==> src/rtl/riscv_pkg.sv <==
// Shared register-file definitions: state encoding,
// register count and address width.
package riscv_pkg;

    localparam int NREG = 32;
    localparam int AW   = 5;

    typedef logic [AW-1:0] reg_addr_t;

    typedef enum logic {
        CLEAR = 1'b0,
        RUN   = 1'b1
    } rf_state_e;

endpackage

==> src/rtl/regfile_port_ctrl_if.sv <==
// Bundle of core write, debug request/response and
// register-file port signals around regfile_port_ctrl.
interface regfile_port_ctrl_if #(
    parameter int DWIDTH = 32
);
    import riscv_pkg::*;

    logic              core_wr_valid;
    reg_addr_t         core_wr_addr;
    logic [DWIDTH-1:0] core_wr_data;
    logic              core_wr_ready;

    logic              dbg_req_valid;
    logic              dbg_req_we;
    reg_addr_t         dbg_req_addr;
    logic [DWIDTH-1:0] dbg_req_wdata;
    logic              dbg_req_ready;
    logic              dbg_rsp_valid;
    logic [DWIDTH-1:0] dbg_rsp_rdata;

    logic              rf_wr;
    reg_addr_t         rf_addr_d;
    logic [DWIDTH-1:0] rf_data_d;
    reg_addr_t         rf_addr_dbg;
    logic [DWIDTH-1:0] rf_data_dbg;

    logic              init_busy;

    modport master (
        output core_wr_valid, core_wr_addr, core_wr_data,
        input  core_wr_ready,
        output dbg_req_valid, dbg_req_we, dbg_req_addr,
        output dbg_req_wdata,
        input  dbg_req_ready, dbg_rsp_valid, dbg_rsp_rdata,
        input  rf_wr, rf_addr_d, rf_data_d, rf_addr_dbg,
        output rf_data_dbg,
        input  init_busy
    );

    modport slave (
        input  core_wr_valid, core_wr_addr, core_wr_data,
        output core_wr_ready,
        input  dbg_req_valid, dbg_req_we, dbg_req_addr,
        input  dbg_req_wdata,
        output dbg_req_ready, dbg_rsp_valid, dbg_rsp_rdata,
        output rf_wr, rf_addr_d, rf_data_d, rf_addr_dbg,
        input  rf_data_dbg,
        output init_busy
    );

endinterface

==> src/rtl/regfile_wr_arb.sv <==
// Core-priority write arbiter with a saturating starvation
// counter that lets a blocked debug write through.
module regfile_wr_arb #(
    parameter int STARVE_MAX = 4
) (
    input  logic clk,
    input  logic rst,
    input  logic i_en,
    input  logic i_core_valid,
    input  logic i_dbg_valid,
    output logic o_grant_core,
    output logic o_grant_dbg
);

    localparam int CW = (STARVE_MAX < 1) ? 1 : $clog2(STARVE_MAX + 1);

    logic [CW-1:0] r_starve_cnt;
    logic          w_starved;

    assign w_starved = (r_starve_cnt == CW'(STARVE_MAX));

    assign o_grant_dbg  = i_en & i_dbg_valid
                        & (~i_core_valid | w_starved);
    assign o_grant_core = i_en & i_core_valid
                        & ~(i_dbg_valid & w_starved);

    always_ff @(posedge clk) begin
        if (rst) begin
            r_starve_cnt <= '0;
        end else if (!i_en || !i_dbg_valid || o_grant_dbg) begin
            r_starve_cnt <= '0;
        end else if (!w_starved) begin
            r_starve_cnt <= r_starve_cnt + CW'(1);
        end
    end

endmodule

==> src/rtl/regfile_port_ctrl.sv <==
// Register-file port controller: post-reset clear sweep,
// core/debug write arbitration and registered debug reads.
module regfile_port_ctrl
    import riscv_pkg::*;
#(
    parameter int DWIDTH     = 32,
    parameter int STARVE_MAX = 4
) (
    input logic               clk,
    input logic               rst,
    regfile_port_ctrl_if.slave bus
);

    rf_state_e         r_state;
    reg_addr_t         r_clr_ptr;
    logic              r_rsp_valid;
    logic [DWIDTH-1:0] r_rsp_rdata;

    logic              w_clear;
    logic              w_run;
    logic              w_dbg_wr;
    logic              w_rd_acc;
    logic              w_grant_core;
    logic              w_grant_dbg;
    logic              w_rf_wr;
    reg_addr_t         w_rf_addr;
    logic [DWIDTH-1:0] w_rf_data;

    assign w_clear  = !rst && (r_state == CLEAR);
    assign w_run    = !rst && (r_state == RUN);
    assign w_dbg_wr = bus.dbg_req_valid & bus.dbg_req_we;
    assign w_rd_acc = w_run & bus.dbg_req_valid & ~bus.dbg_req_we;

    regfile_wr_arb #(
        .STARVE_MAX (STARVE_MAX)
    ) u_arb (
        .clk          (clk),
        .rst          (rst),
        .i_en         (w_run),
        .i_core_valid (bus.core_wr_valid),
        .i_dbg_valid  (w_dbg_wr),
        .o_grant_core (w_grant_core),
        .o_grant_dbg  (w_grant_dbg)
    );

    // Writes to x0 are acknowledged but never reach the array.
    always_comb begin
        w_rf_wr   = 1'b0;
        w_rf_addr = w_grant_dbg ? bus.dbg_req_addr : bus.core_wr_addr;
        w_rf_data = w_grant_dbg ? bus.dbg_req_wdata : bus.core_wr_data;
        if (w_clear) begin
            w_rf_wr   = 1'b1;
            w_rf_addr = r_clr_ptr;
            w_rf_data = '0;
        end else if (w_grant_core || w_grant_dbg) begin
            w_rf_wr = (w_rf_addr != '0);
        end
    end

    always_ff @(posedge clk) begin
        if (rst) begin
            r_state     <= CLEAR;
            r_clr_ptr   <= AW'(1);
            r_rsp_valid <= 1'b0;
            r_rsp_rdata <= '0;
        end else begin
            r_rsp_valid <= w_rd_acc;
            if (w_rd_acc) begin
                r_rsp_rdata <= (bus.dbg_req_addr == '0) ? '0
                                                        : bus.rf_data_dbg;
            end
            unique case (r_state)
                CLEAR: begin
                    r_clr_ptr <= r_clr_ptr + AW'(1);
                    if (r_clr_ptr == AW'(NREG - 1)) begin
                        r_state <= RUN;
                    end
                end
                RUN: begin
                    r_clr_ptr <= r_clr_ptr;
                end
            endcase
        end
    end

    assign bus.core_wr_ready = w_grant_core;
    assign bus.dbg_req_ready = w_grant_dbg | w_rd_acc;
    assign bus.dbg_rsp_valid = r_rsp_valid & ~rst;
    assign bus.dbg_rsp_rdata = rst ? '0 : r_rsp_rdata;
    assign bus.rf_wr         = w_rf_wr;
    assign bus.rf_addr_d     = w_rf_addr;
    assign bus.rf_data_d     = w_rf_data;
    assign bus.rf_addr_dbg   = bus.dbg_req_addr;
    assign bus.init_busy     = rst | (r_state == CLEAR);

endmodule

==> src/flat_wrapper.sv <==
// flat-port wrapper written by rule: the top's interface ports become plain ports
module regfile_port_ctrl_flat import riscv_pkg::*;
#(
    parameter int DWIDTH     = 32,
    parameter int STARVE_MAX = 4
)
  (clk, rst, bus_core_wr_valid, bus_core_wr_addr, bus_core_wr_data, bus_core_wr_ready, bus_dbg_req_valid, bus_dbg_req_we, bus_dbg_req_addr, bus_dbg_req_wdata, bus_dbg_req_ready, bus_dbg_rsp_valid, bus_dbg_rsp_rdata, bus_rf_wr, bus_rf_addr_d, bus_rf_data_d, bus_rf_addr_dbg, bus_rf_data_dbg, bus_init_busy);
  regfile_port_ctrl_if #(.DWIDTH(DWIDTH)) bus_i ();
  input logic clk;
  input logic rst;
  input wire logic [$bits(bus_i.core_wr_valid)-1:0] bus_core_wr_valid;
  input wire logic [$bits(bus_i.core_wr_addr)-1:0] bus_core_wr_addr;
  input wire logic [$bits(bus_i.core_wr_data)-1:0] bus_core_wr_data;
  output wire logic [$bits(bus_i.core_wr_ready)-1:0] bus_core_wr_ready;
  input wire logic [$bits(bus_i.dbg_req_valid)-1:0] bus_dbg_req_valid;
  input wire logic [$bits(bus_i.dbg_req_we)-1:0] bus_dbg_req_we;
  input wire logic [$bits(bus_i.dbg_req_addr)-1:0] bus_dbg_req_addr;
  input wire logic [$bits(bus_i.dbg_req_wdata)-1:0] bus_dbg_req_wdata;
  output wire logic [$bits(bus_i.dbg_req_ready)-1:0] bus_dbg_req_ready;
  output wire logic [$bits(bus_i.dbg_rsp_valid)-1:0] bus_dbg_rsp_valid;
  output wire logic [$bits(bus_i.dbg_rsp_rdata)-1:0] bus_dbg_rsp_rdata;
  output wire logic [$bits(bus_i.rf_wr)-1:0] bus_rf_wr;
  output wire logic [$bits(bus_i.rf_addr_d)-1:0] bus_rf_addr_d;
  output wire logic [$bits(bus_i.rf_data_d)-1:0] bus_rf_data_d;
  output wire logic [$bits(bus_i.rf_addr_dbg)-1:0] bus_rf_addr_dbg;
  input wire logic [$bits(bus_i.rf_data_dbg)-1:0] bus_rf_data_dbg;
  output wire logic [$bits(bus_i.init_busy)-1:0] bus_init_busy;
  assign bus_i.core_wr_valid = bus_core_wr_valid;
  assign bus_i.core_wr_addr = bus_core_wr_addr;
  assign bus_i.core_wr_data = bus_core_wr_data;
  assign bus_core_wr_ready = bus_i.core_wr_ready;
  assign bus_i.dbg_req_valid = bus_dbg_req_valid;
  assign bus_i.dbg_req_we = bus_dbg_req_we;
  assign bus_i.dbg_req_addr = bus_dbg_req_addr;
  assign bus_i.dbg_req_wdata = bus_dbg_req_wdata;
  assign bus_dbg_req_ready = bus_i.dbg_req_ready;
  assign bus_dbg_rsp_valid = bus_i.dbg_rsp_valid;
  assign bus_dbg_rsp_rdata = bus_i.dbg_rsp_rdata;
  assign bus_rf_wr = bus_i.rf_wr;
  assign bus_rf_addr_d = bus_i.rf_addr_d;
  assign bus_rf_data_d = bus_i.rf_data_d;
  assign bus_rf_addr_dbg = bus_i.rf_addr_dbg;
  assign bus_i.rf_data_dbg = bus_rf_data_dbg;
  assign bus_init_busy = bus_i.init_busy;
  regfile_port_ctrl #(.DWIDTH(DWIDTH), .STARVE_MAX(STARVE_MAX)) u_core (.clk(clk), .rst(rst), .bus(bus_i));
endmodule
==> config.mk <==
export PLATFORM = sky130hd
export DESIGN_NAME = regfile_port_ctrl_flat
export DESIGN_NICKNAME = d
export VERILOG_FILES = /design/src/rtl/riscv_pkg.sv /design/src/rtl/regfile_port_ctrl_if.sv /design/src/rtl/regfile_wr_arb.sv /design/src/rtl/regfile_port_ctrl.sv /design/src/flat_wrapper.sv
export SDC_FILE = /design/constraint.sdc
export NUM_CORES = 1
export LEC_CHECK = 0
export BUFFER_PORTS_ARGS = -buffer_cell sky130_fd_sc_hd__clkbuf_2
export CAP_MARGIN = 20
export CORE_MARGIN = 3
export CORE_UTILIZATION = 38
export CTS_BUF_LIST = sky130_fd_sc_hd__clkbuf_4
export DETAILED_ROUTE_END_ITERATION = 16
export PLACE_DENSITY = 0.85
export SLEW_MARGIN = 10
export SYNTH_ARGS = -nofsm -noshare
export SYNTH_HDL_FRONTEND = slang
export SYNTH_SLANG_ARGS = --single-unit
==> constraint.sdc <==
create_clock -name clk -period 1.7 [get_ports clk]
set_clock_uncertainty 0.1 [all_clocks]
set_input_delay 0.17 -clock clk [delete_from_list [all_inputs] [get_ports clk]]
set_output_delay 0.17 -clock clk [all_outputs]
set_load 0.005 [all_outputs]
# --- After elaboration in Yosys (flattened, before gate mapping) ---
# Cells that the tools add are included.
# Widths: inputs -> output; s select.
word_totals:
  ff_bits: 42
  latchBits: 0
  ram_bits: 0
  rom_bits: 0
  in_bits: 111
  wordCells: 48
  mem_count: 0
op_classes:
  n_addsub: 2
  mul: 0
  n_div: 0
  magnitude_cmp: 0
  eq_ne: 2
  shift: 0
  n_mux: 11
  n_bitwise: 17
  n_reduce_logical: 11
ops:
  columns: ["operator", "count"]
  rows:
  - ["$mux 32", 4]
  - ["$mux 5", 3]
  - ["$and 1x1->1", 9]
  - ["$add 5x1->5 const B", 1]
  - ["$eq 5x5->1 const B", 1]
  - ["$logic_not 5->1", 1]
  - ["$not 1->1", 5]
  - ["$reduce_bool 5->1", 1]
  - ["$mux 1", 4]
  - ["$add 3x1->3 const B", 1]
  - ["$eq 3x3->1 const B", 1]
  - ["$logic_not 1->1", 3]
  - ["$logic_or 1x1->1", 3]
  - ["$or 1x1->1", 3]
  - ["$logic_and 1x1->1", 2]
  - ["$reduce_or 2->1", 1]

# --- Logic depth before layout (Yosys ltp) ---
# Gate-level depths: netlist of the first run.
depth:
  ltp_word: 8
  ltp_mapped: 8
  ltp_nobuf: 6

# --- Hierarchy ---
# From an unflattened synthesis of the first run, not the netlist that was laid out.
unflattened:
  cells_unflattened: 325
  hier_area_um2: 2561.2
by_module_without_submodules:
  columns: ["mod", "n_inst", "cells_each", "area_each_um2"]
  rows:
  - ["regfile_port_ctrl", 1, 309, 2383.5]
  - ["regfile_wr_arb", 1, 16, 177.7]

# --- Least setup slack after synthesis of the first run ---
# Ideal clock, no wire load.
synth_timing:
  path_kind: "register to output"
  startpoint: "register u_core.u_arb.r_starve_cnt[0]"
  endpoint: "output port bus_rf_data_d[11]"
  t_arrival_ns: 1.377
  setup_slack_ns: 0.053
  path_stages_with_launch: 9
  cell_sequence: "dfxtp_1 > inv_1 > ha_1 > nand2_1 > a211o_1 > buf_4 > buf_4 > nand2_1 > a21oi_1"
synth_via:
  elab_chain_len: 5
synth_lines:
  columns: ["item", "line", "source"]
  rows:
  - ["start: declaration", "regfile_wr_arb.sv:17", "logic [CW-1:0] r_starve_cnt;"]
  - ["start signal: assignment", "regfile_wr_arb.sv:33", "r_starve_cnt <= r_starve_cnt + CW'(1);"]
  - ["$eq 3x3->1", "regfile_wr_arb.sv:20", "assign w_starved = (r_starve_cnt == CW'(STARVE_MAX));"]
  - ["$or 1x1->1", "regfile_wr_arb.sv:23", "& (~i_core_valid | w_starved);"]
  - ["$and 1x1->1", "regfile_wr_arb.sv:23", null]
  - ["$mux 32", "regfile_port_ctrl.sv:50", "w_rf_data = w_grant_dbg ? bus.dbg_req_wdata : bus.core_wr_data;"]
  - ["$mux 32", "regfile_port_ctrl.sv:51", "if (w_clear) begin"]
  - ["end: declaration", "flat_wrapper.sv:24", "output wire logic [$bits(bus_i.rf_data_d)-1:0] bus_rf_data_d;"]
# No other way between the ends.

# --- Final worst setup path of the first run ---
layout_timing:
  startpoint: "register u_core.u_arb.r_starve_cnt[0]"
  endpoint: "output port bus_rf_addr_d[3]"
layout_via:
  elab_chain_len: 5
layout_lines:
  columns: ["item", "line", "source"]
  rows:
  - ["$eq 3x3->1", "regfile_wr_arb.sv:20", null]
  - ["$or 1x1->1", "regfile_wr_arb.sv:23", null]
  - ["$and 1x1->1", "regfile_wr_arb.sv:23", null]
  - ["$mux 5", "regfile_port_ctrl.sv:49", "w_rf_addr = w_grant_dbg ? bus.dbg_req_addr : bus.core_wr_addr;"]
  - ["$mux 5", "regfile_port_ctrl.sv:51", null]
  - ["end: declaration", "flat_wrapper.sv:23", "output wire logic [$bits(bus_i.rf_addr_d)-1:0] bus_rf_addr_d;"]
# No other way between the ends.

==> flow_summary.yaml, run 1 <==
setup_path:
  slowest_delay_ns: 0.35
  end_kind: "primary output"
  crit_chain: "inv_2 -> ha_4 -> nand2_4 -> a211o_4 -> buf_12 -> mux2i_1 -> o21ai_0 -> clkbuf_2"
  path_buf_inv: 3
  reg2reg_depth: 6
  path_depth: 8
  cpLargestDelayFamily: "compound AO/OA/AOI/OAI gates"
  cp.arrival_ns: 1.86
  start_kind: "flop"
  cp.required_ns: 1.43
  worstPathMaxFanout: 8
  criticalPathCategory: "reg -> out"
  cp_slowest_cell: "a211o_4"
die:
  dieArea_sq_mm: 0.007814
  die_h_um: 88.40
  die_x_um: 88.40
  initial_core_util_pct: 39.95
  ios: 190
  core_area_sq_mm: 0.006459
  rows: 29
grt:
  first_global_vias: 2960
  grt_pass1_wl_um: 13080
  globalRoute.totalOverflow: 0
  antenna_found_initial: 0
  grtUsageTotal_pct: 21.04
  grt_max_degree: 74
placed_design:
  portBuffers: 189
  pre_cts_slack_ns: -0.1580
  gp_congestion: 0.7860
  hpwl_um: 6341
cts:
  clk_path_buf_depth: 2
  clk_pin_slew_ns: 0.13
  cts_tree: "yes"
  cts_buffers: 5
  htree_levels: 2
  cts_root_buffer: "clkbuf_4"
  clk-insertion-delay-late_ns: 0.33
  clock-sinks: 42
yosys:
  synth_seq_cells: 42
  syn_area_per_cell_sq_um: 7.088
  synth_top_area_share_pct: 32.59
  ys_types: 32
  synth_most_common_cell: "nand2_1"
  syn_inst: 364
  synth_largest_area_cell: "dfxtp_1"
  synth_warnings: 0
  netlist_area_sq_mm: 0.002580
  postSynth.asyncResetShare_pct: 0
  synth-edff-count: 0
  ys_top_cells_by_count: "nand2_1, nor2_1, dfxtp_1"
  yosys-top-cells-area: "dfxtp_1, nand2_1, o32ai_1, nor2_1, a21oi_1"
  yosys_most_used_dff: "dfxtp_1"
  syn_nets: 479
  seq_area_frac_synth_pct: 32.59
power:
  leakagePower_nw: 2.004
  p_per_area_mw_per_mm2: 459.8
  peakVddDrop_mv: 0.4216
finish:
  area_growth_pct: 59.94
  fillers: 552
  insertedDiodeCount: 0
  final_layout_size_suffix_gt1_share_pct: 42.66
  nets: 693
sta:
  rsz0062_at_grt: "true"
  worstMarginPinSlew_ns: 0.3639
  timing.slew.headroom_pct: 75.74
  timing.hold.ws_ns: 0.2065
  fmax_mhz: 468.5
  worst_slack_ns: -0.4344
  min_period_ns: 2.134
  hold_viol_final: 0
  slew_violations: 0
  finalCritPeriodShare_pct: 125.6
  setup_viol: 40
  finalSetupTns_ns: -15.41
routing:
  drt_wl_total_um: 9004
  vias_per_cell: 4.944
  num_vias: 3243
  drt_iter0_drc: 116
  antenna_left: 0
  drcViolationCount: 0
  avgRoutedWirePerCell_um: 13.73
  first_pass_iters: 4
min_path:
  hold_depth: 5
  worstHoldPathType: "in -> reg"
job:
  cap_violations: 0
outcome:
  status: "complete, but fails checks"
  violations: "setup timing"
[metrics by stage]
step                      power [mW]  utilization (%)  std cells  instance area (sq um)
final                          1.898            63.89        656                   4126
after global routing           1.995            63.89        656                   4126
after CTS                      1.903            63.33        656                   4090
after detailed placement       1.370            56.45        613                   3646
after global placement         1.364            56.45        613                   3646
after floorplan                1.159                -        364                   2580
[cell families (layout without fill, tap and decap cells)]
group,after synthesis,count (layout),synth area share (%)
flip-flops,42,42,32.59
AND/OR/NAND/NOR,164,164,26.48
XOR/XNOR,4,4,1.358
multiplexers,7,7,2.716
AO/OA/AOI/OAI,72,72,21.14
adder cells (fa/ha/maj),4,4,1.940
buffers and inverters,71,286,13.77
[repair_timing]
item                                    4_1_cts  5_1_grt
endpoints found under the hold margin        32        0
hold buffers                                 32        0
gates resized for setup                      10       22
setup buffers                                 2        0
gates cloned                                  1        0
pin swaps                                     2        2
endpoints found under the setup margin       40       40
[power breakdown]
group | internal, mW | leakage [nW] | total, mW | switching [mW]
clock | 0.154 | 0.0286 | 0.481 | 0.326
sequential | 0.994 | 0.340 | 1.00 | 0.0109
combinational | 0.230 | 1.64 | 0.412 | 0.182
total | 1.38 | 2.00 | 1.90 | 0.519
[layout by cell type (no fill, tap or decap), types with 2 or more instances in the layout]
cell type / instances
buf_2: 11
buf_4: 11
mux2i_1: 7
dfxtp_2: 2
and3_1: 2
o21ai_1: 2
inv_2: 2
clkbuf_4: 5
nor2_2: 2
dfxtp_1: 40
o21ai_0: 3
nor2b_1: 2
nor2_1: 42
a21oi_1: 31
nand2_1: 96
o32ai_1: 26
clkbuf_2: 178
dlygate4sd3_1: 32
o32ai_2: 6
inv_1: 34
nor3_1: 2
ha_1: 3
xor2_1: 2
nand2_2: 7
buf_12: 8
xnor2_1: 2
[sequential cells by signal (all words and copies together), names as in the netlist]
register and cells:
u_core.r_rsp_rdata 32, u_core.r_clr_ptr 5, u_core.r_rsp_valid 1, u_core.r_state 1, u_core.u_arb.r_starve_cnt 3
[worst register-to-register path: cells and delay by family, from the launching register on]
| family | cells | cell delay [ns] |
|---|---|---|
| simple gates | 3 | 0.42 |
| compound gates | 1 | 0.13 |
| flops | 1 | 0.40 |
| buf+inv | 2 | 0.35 |
[path summary, 6_finish.rpt]
kind / start / end / slack [ns]
max: u_core.u_arb.r_starve_cnt[0]$_SDFFE_PP0N_ / bus_rf_addr_d[3] / -0.43
min: bus_dbg_req_we / u_core.r_rsp_rdata[4]$_SDFFE_PP0P_ / 0.21
max reg2reg: u_core.r_state$_SDFF_PP0_ / u_core.r_rsp_rdata[3]$_SDFFE_PP0P_ / 0.22
min reg2reg: u_core.r_rsp_rdata[10]$_SDFFE_PP0P_ / u_core.r_rsp_rdata[10]$_SDFFE_PP0P_ / 0.39
[final cells by class]
cell class | instances | area (sq um) | area share [%]
repair buffers | 242 | 1553 | 37.63
multi-input cells | 251 | 1445 | 35.02
flip-flops and latches | 42 | 843.3 | 20.44
inverters | 36 | 135.1 | 3.275
well taps | 77 | 96.34 | 2.335
clock buffers | 5 | 37.54 | 0.9096
clock inverters | 3 | 16.27 | 0.3942
[per-layer routing]
| metal | global-route usage, % | vias to the layer above | part of all wire, % | wire length [um] |
|---|---|---|---|---|
| met5 | 0 | - | 0 | 0 |
| met4 | 6.456 | 0 | 1.2 | 108 |
| met3 | 3.818 | 12 | 7.0 | 630 |
| met2 | 41.81 | 139 | 54 | 4897 |
| met1 | 22.06 | 1477 | 37 | 3367 |
| li1 | - | 1615 | - | - |
Note: power is estimated with default switching activity, not from simulation.
==> run 2: changes to the inputs <==
--- a/config.mk
+++ b/config.mk
@@ -11,7 +11,7 @@
 export CORE_UTILIZATION = 38
 export CTS_BUF_LIST = sky130_fd_sc_hd__clkbuf_4
 export DETAILED_ROUTE_END_ITERATION = 16
-export PLACE_DENSITY = 0.85
+export PLACE_DENSITY = 0.79
 export SLEW_MARGIN = 10
 export SYNTH_ARGS = -nofsm -noshare
 export SYNTH_HDL_FRONTEND = slang
==> run 2 against run 1 <==
Compared with the run above:
- the run still ends with setup timing left
- register-to-register slack worse by 0.08 ns
- flip-flop and latch count stayed put
- via count is 1.2% higher
- sequential share of layout area is 0.53 points lower
- fmax is 5.5% lower
- die area stayed put
- power hardly changed
- final area is 2.6% higher
- hold slack worse by 0.030 ns
- critical path depth is 3 higher
- cell count is 0.61% higher
==> flow_summary.yaml, run 2 (synthesis results as in run 1) <==
routing:
  num_vias: 3283
  drt_wl_total_um: 9286
  antenna_left: 0
  vias_per_cell: 4.974
  drt_iter0_drc: 157
  first_pass_iters: 4
  avgRoutedWirePerCell_um: 14.07
  drcViolationCount: 0
finish:
  fillers: 565
  layout_common_cells: "clkbuf_2, nand2_1, nor2_1"
  final_layout_size_suffix_gt1_share_pct: 45.45
  area_growth_pct: 64.16
  multi_input_area_sq_mm: 0.001506
  final_cell_area_sq_mm: 0.004235
  top_regs: "u_core.r_rsp_rdata (32), u_core.r_clr_ptr (5), u_core.u_arb.r_starve_cnt (3)"
  nets: 697
  insertedDiodeCount: 0
  register_area_sq_um: 843.3
  final_common_cell: "clkbuf_2"
  top_register: "u_core.r_rsp_rdata"
  largest_register_ffs: 32
  final_cells: 660
  final_core_util_pct: 65.58
placed_design:
  hpwl_um: 5796
  pre_cts_slack_ns: -0.1600
  postPlaceCellArea_sq_mm: 0.003578
  portBuffers: 189
  gp_congestion: 0.7379
  dp_cells: 609
cts:
  clk-insertion-delay-late_ns: 0.34
  cts_root_buffer: "clkbuf_4"
  clk_pin_slew_ns: 0.13
  cts_tree: "yes"
  cts_buffers: 5
  clk_path_buf_depth: 2
  htree_levels: 2
  clock-sinks: 42
sta:
  worstMarginPinSlew_ns: 0.4820
  min_period_ns: 2.258
  finalSetupTns_ns: -19.37
  rsz0062_at_grt: "true"
  worst_slack_ns: -0.5579
  fmax_mhz: 442.9
  hold_viol_final: 0
  slew_violations: 0
  timing.slew.headroom_pct: 67.87
  setup_viol: 40
  timing.hold.ws_ns: 0.1769
  finalCritPeriodShare_pct: 132.8
grt:
  antenna_found_initial: 0
  grt_pass1_wl_um: 13700
  grt_max_degree: 66
  globalRoute.totalOverflow: 0
  first_global_vias: 3026
  grtUsageTotal_pct: 21.93
power:
  p_sw_mw: 0.5180
  p_int_mw: 1.379
  peakVddDrop_mv: 0.3723
  clockPowerShare_pct: 25.0
  p_total_mw: 1.897
  p_sw_share_pct: 27.31
  p_per_area_mw_per_mm2: 447.8
  leakagePower_nw: 2.041
  p_comb_share_pct: 22.0
  pwr-share-seq_pct: 52.9
die:
  core_area_sq_mm: 0.006459
  rows: 29
  dieArea_sq_mm: 0.007814
  ios: 190
  die_x_um: 88.40
  die_h_um: 88.40
  initial_core_util_pct: 39.95
setup_path:
  start_kind: "flop"
  timing.rr.end: "u_core.u_arb.r_starve_cnt[2]$_SDFFE_PP0N_"
  cp.required_ns: 1.43
  cpMostUsedCell: "buf_6"
  slowest_delay_ns: 0.35
  worstPathMaxFanout: 5
  r2r_slack_ns: 0.14
  criticalPathCategory: "reg -> out"
  cp.arrival_ns: 1.99
  cpLargestDelayFamily: "buffers and inverters"
  crit_chain: "inv_2 -> ha_4 -> nand2_4 -> buf_6 -> a211oi_4 -> buf_6 -> buf_6 -> buf_16 -> nand2_1 -> a21oi_2 -> buf_2"
  end_kind: "primary output"
  cp_slowest_cell: "dfxtp_2"
  timing.rr.start: "u_core.u_arb.r_starve_cnt[1]$_SDFFE_PP0N_"
  path_buf_inv: 6
  reg2reg_depth: 8
min_path:
  hold_depth: 3
  hp-start: "bus_dbg_req_we"
  worstHoldPathType: "in -> reg"
  hold_end: "u_core.r_rsp_valid$_SDFF_PP0_"
outcome:
  violations: "setup timing"
  status: "complete, but fails checks"
job:
  cap_violations: 0
## run 2: cell types whose count changed in the layout (fill, tap and decap cells not counted), moves of 2 or more
cell	delta
nand2_4	+2
nand2_1	-3
a21oi_2	+12
clkbuf_2	-7
o21ai_0	-3
buf_16	+2
a21oi_1	-12
buf_2	+7
buf_12	-3
o21ai_1	+3
buf_6	+6
## run 2: worst max-delay path by stage
stage / startpoint / to / slack [ns] / cells past startpoint
final: u_core.u_arb.r_starve_cnt[1]$_SDFFE_PP0N_ / bus_rf_data_d[5] / -0.56 / 11
after floorplan: u_core.u_arb.r_starve_cnt[0]$_SDFFE_PP0N_ / bus_rf_data_d[11] / 0.05 / 8
after detailed placement: u_core.u_arb.r_starve_cnt[1]$_SDFFE_PP0N_ / bus_rf_data_d[4] / -0.16 / 9
after global placement: u_core.u_arb.r_starve_cnt[0]$_SDFFE_PP0N_ / bus_rf_data_d[4] / -0.12 / 9
after global routing: u_core.u_arb.r_starve_cnt[1]$_SDFFE_PP0N_ / bus_rf_data_d[16] / -0.67 / 11
after CTS: u_core.u_arb.r_starve_cnt[1]$_SDFFE_PP0N_ / bus_rf_data_d[5] / -0.52 / 11
## run 2: power by group through the flow
stage	clock network, mW	logic, mW	registers, mW
global placement	0	0.331	1.03
CTS	0.498	0.402	1.00
finish	0.474	0.418	1.00
global route	0.535	0.459	1.01
floorplan	0	0.136	1.02
detailed placement	0	0.336	1.03
## run 2: layout make-up
cell class	count	share of cell area, %
clock buffer	5	0.8863
clock inverter	3	0.3840
inverter	36	3.191
tap	77	2.275
multi-input combinational	251	35.57
sequential	42	19.91
timing repair buffer	246	37.78
## run 2: worst register-to-register path: cells and delay by family, from the launching register on
kind / cells / cell delay [ns]
fa+ha+maj: 1 / 0.15
buf+inv: 4 / 0.33
flops: 1 / 0.35
simple gates: 3 / 0.56
## run 2: layer usage
metal	up-vias	track usage, %	routed length, um
met3	16	4.562	695
li1	1625	-	-
met2	152	41.26	4963
met4	0	7.143	163
met5	-	0	0
met1	1490	24.40	3463
## run 2: what timing repair did
action | CTS | global route
hold endpoints to repair | 32 | 0
endpoints found under the setup margin | 39 | 40
hold buffers | 32 | 0
gates cloned | 3 | 1
setup buffers | 8 | 1
pin swaps | 15 | 9
resized for setup | 36 | 33
==> run 3: changes to the inputs <==
--- a/config.mk
+++ b/config.mk
@@ -8,10 +8,10 @@
 export BUFFER_PORTS_ARGS = -buffer_cell sky130_fd_sc_hd__clkbuf_2
 export CAP_MARGIN = 20
 export CORE_MARGIN = 3
-export CORE_UTILIZATION = 38
+export CORE_UTILIZATION = 45
 export CTS_BUF_LIST = sky130_fd_sc_hd__clkbuf_4
 export DETAILED_ROUTE_END_ITERATION = 16
-export PLACE_DENSITY = 0.79
+export PLACE_DENSITY = 0.88
 export SLEW_MARGIN = 10
 export SYNTH_ARGS = -nofsm -noshare
 export SYNTH_HDL_FRONTEND = slang
==> constraint.sdc (replaced) <==
create_clock -name clk -period 2.8 [get_ports clk]
set_clock_uncertainty 0.1 [all_clocks]
set_input_delay 0.28 -clock clk [delete_from_list [all_inputs] [get_ports clk]]
set_output_delay 0.28 -clock clk [all_outputs]
set_load 0.005 [all_outputs]
==> run 3 against run 2 <==
Compared with the run above:
- the run now ends clean
- flip-flop and latch count unchanged
- critical path type unchanged
- sequential share of layout area rose by 3.9 points
- critical endpoint is now bus_rf_data_d[14]
- via count is 9.2% lower
==> flow_summary.yaml, run 3 (synthesis results as in run 1) <==
grt:
  antenna_found_initial: 0
  globalRoute.totalOverflow: 0
  grt_pass1_wl_um: 11890
  grtUsageTotal_pct: 22.41
  grt_max_degree: 73
  first_global_vias: 2741
finish:
  top_register: "u_core.r_rsp_rdata"
  layout_common_cells: "clkbuf_2, nand2_1, nor2_1"
  register_area_sq_um: 840.8
  final_common_cell: "clkbuf_2"
  largest_register_ffs: 32
  final_cells: 604
  area_growth_pct: 36.76
  multi_input_area_sq_mm: 0.001393
  insertedDiodeCount: 0
  top_regs: "u_core.r_rsp_rdata (32), u_core.r_clr_ptr (5), u_core.u_arb.r_starve_cnt (3)"
  nets: 648
  fillers: 492
  final_layout_size_suffix_gt1_share_pct: 40.82
cts:
  htree_levels: 2
  ctsHoldBuffers: 0
  cts_buffers: 5
  clock-sinks: 42
  clk_pin_slew_ns: 0.12
  post_cts_resized: 0
  clk-insertion-delay-late_ns: 0.33
  cts_setup_buffers: 0
  cts_tree: "yes"
  cts_root_buffer: "clkbuf_4"
  clk_path_buf_depth: 2
outcome:
  status: "finished clean"
placed_design:
  hpwl_um: 6055
  dp_cells: 596
  gp_congestion: 0.7591
  pre_cts_slack_ns: 0.6452
  portBuffers: 189
sta:
  worstMarginPinSlew_ns: 0.7127
  finalSetupTns_ns: 0
  setup_viol: 0
  rsz0062_at_grt: "false"
  min_period_ns: 2.526
  finalCritPeriodShare_pct: 90.20
  hold_viol_final: 0
  fmax_mhz: 395.9
  timing.slew.headroom_pct: 52.48
  worst_slack_ns: 0.2744
  slew_violations: 0
die:
  ios: 190
  rows: 26
  die_x_um: 81.72
  initial_core_util_pct: 48.36
  die_h_um: 81.72
  core_area_sq_mm: 0.005335
  dieArea_sq_mm: 0.006678
power:
  p_sw_share_pct: 26.33
  p_int_mw: 0.8147
  p_comb_share_pct: 18.7
  pwr-share-seq_pct: 55.1
  peakVddDrop_mv: 0.2496
  clockPowerShare_pct: 26.2
  leakagePower_nw: 1.749
  p_per_area_mw_per_mm2: 313.4
  p_sw_mw: 0.2912
min_path:
  worstHoldPathType: "in -> reg"
setup_path:
  start_kind: "flop"
  cp.required_ns: 2.42
  worstPathMaxFanout: 17
  cp.arrival_ns: 2.15
  criticalPathCategory: "reg -> out"
  end_kind: "primary output"
job:
  cap_violations: 0
routing:
  antenna_left: 0
  drcViolationCount: 0
  first_pass_iters: 4
  num_vias: 2981
  drt_iter0_drc: 116
  drt_wl_total_um: 7871
  avgRoutedWirePerCell_um: 13.03
  vias_per_cell: 4.935
## run 3: cell types whose count changed in the layout (fill, tap and decap cells not counted), moves of 7 or more
cell | previous run | this run
nand2_1 | 93 | 104
a21oi_1 | 19 | 32
clkbuf_2 | 171 | 189
dlygate4sd3_1 | 32 | 0
a21oi_2 | 13 | 0
buf_2 | 18 | 0
buf_6 | 7 | 0
nand2_2 | 8 | 0
## run 3: critical path, cell delays in order, from the launching register on
cell,delay [ns]
dfxtp_1,0.34
inv_1,0.06
ha_1,0.13
nand2_1,0.12
a211oi_4,0.47
buf_4,0.30
nand2_1,0.09
a21oi_1,0.15
clkbuf_2,0.14
## run 3: cell type report
| cell class | instances | area share [%] |
|---|---|---|
| Clock buffer | 6 | 1.277 |
| Clock inverter | 2 | 0.2482 |
| Timing Repair Buffer | 197 | 28.87 |
| Sequential cell | 42 | 23.83 |
| Multi-Input combinational cell | 251 | 39.47 |
| Tap cell | 70 | 2.482 |
| Inverter | 36 | 3.830 |
## run 3: final timing paths
path	startpoint	endpoint	slack, ns	depth (start not counted)
worst min-delay path	bus_rf_data_dbg[4]	u_core.r_rsp_rdata[4]$_SDFFE_PP0P_	0.05	3
worst max register to register	u_core.r_state$_SDFF_PP0_	u_core.r_rsp_rdata[0]$_SDFFE_PP0P_	0.83	5
worst min register to register	u_core.u_arb.r_starve_cnt[0]$_SDFFE_PP0N_	u_core.u_arb.r_starve_cnt[0]$_SDFFE_PP0N_	0.35	1
worst max-delay path	u_core.u_arb.r_starve_cnt[0]$_SDFFE_PP0N_	bus_rf_data_d[14]	0.27	8
## run 3: routing by layer
metal | part of all wire (%) | vias up | wire length, um | track usage (%)
met5 | 0 | - | 0 | 0
met4 | 2.2 | 0 | 172 | 7.973
met3 | 5.7 | 17 | 452 | 4.934
met2 | 50 | 90 | 3909 | 39.01
met1 | 42 | 1346 | 3337 | 26.92
li1 | - | 1528 | - | -
## run 3: per-stage QoR
stage / power (mW) / hold WS (ns) / instance area, sq um / utilization, %
2_1_floorplan: 0.7037 / 0.3170 / 2580 / -
3_3_place_gp: 0.8239 / 0.3304 / 3475 / 65.13
3_5_place_dp: 0.8279 / 0.3353 / 3475 / 65.13
4_1_cts: 1.118 / 0.03921 / 3528 / 66.14
5_1_grt: 1.172 / 0.03350 / 3528 / 66.14
6_report: 1.106 / 0.05446 / 3528 / 66.14
## run 3: power by group through the flow
stage	registers (mW)	clock network (mW)	logic (mW)
final	0.610	0.290	0.207
after global routing	0.611	0.331	0.229
after CTS	0.610	0.302	0.206
after detailed placement	0.623	0	0.205
after global placement	0.622	0	0.201
after floorplan	0.621	0	0.0824
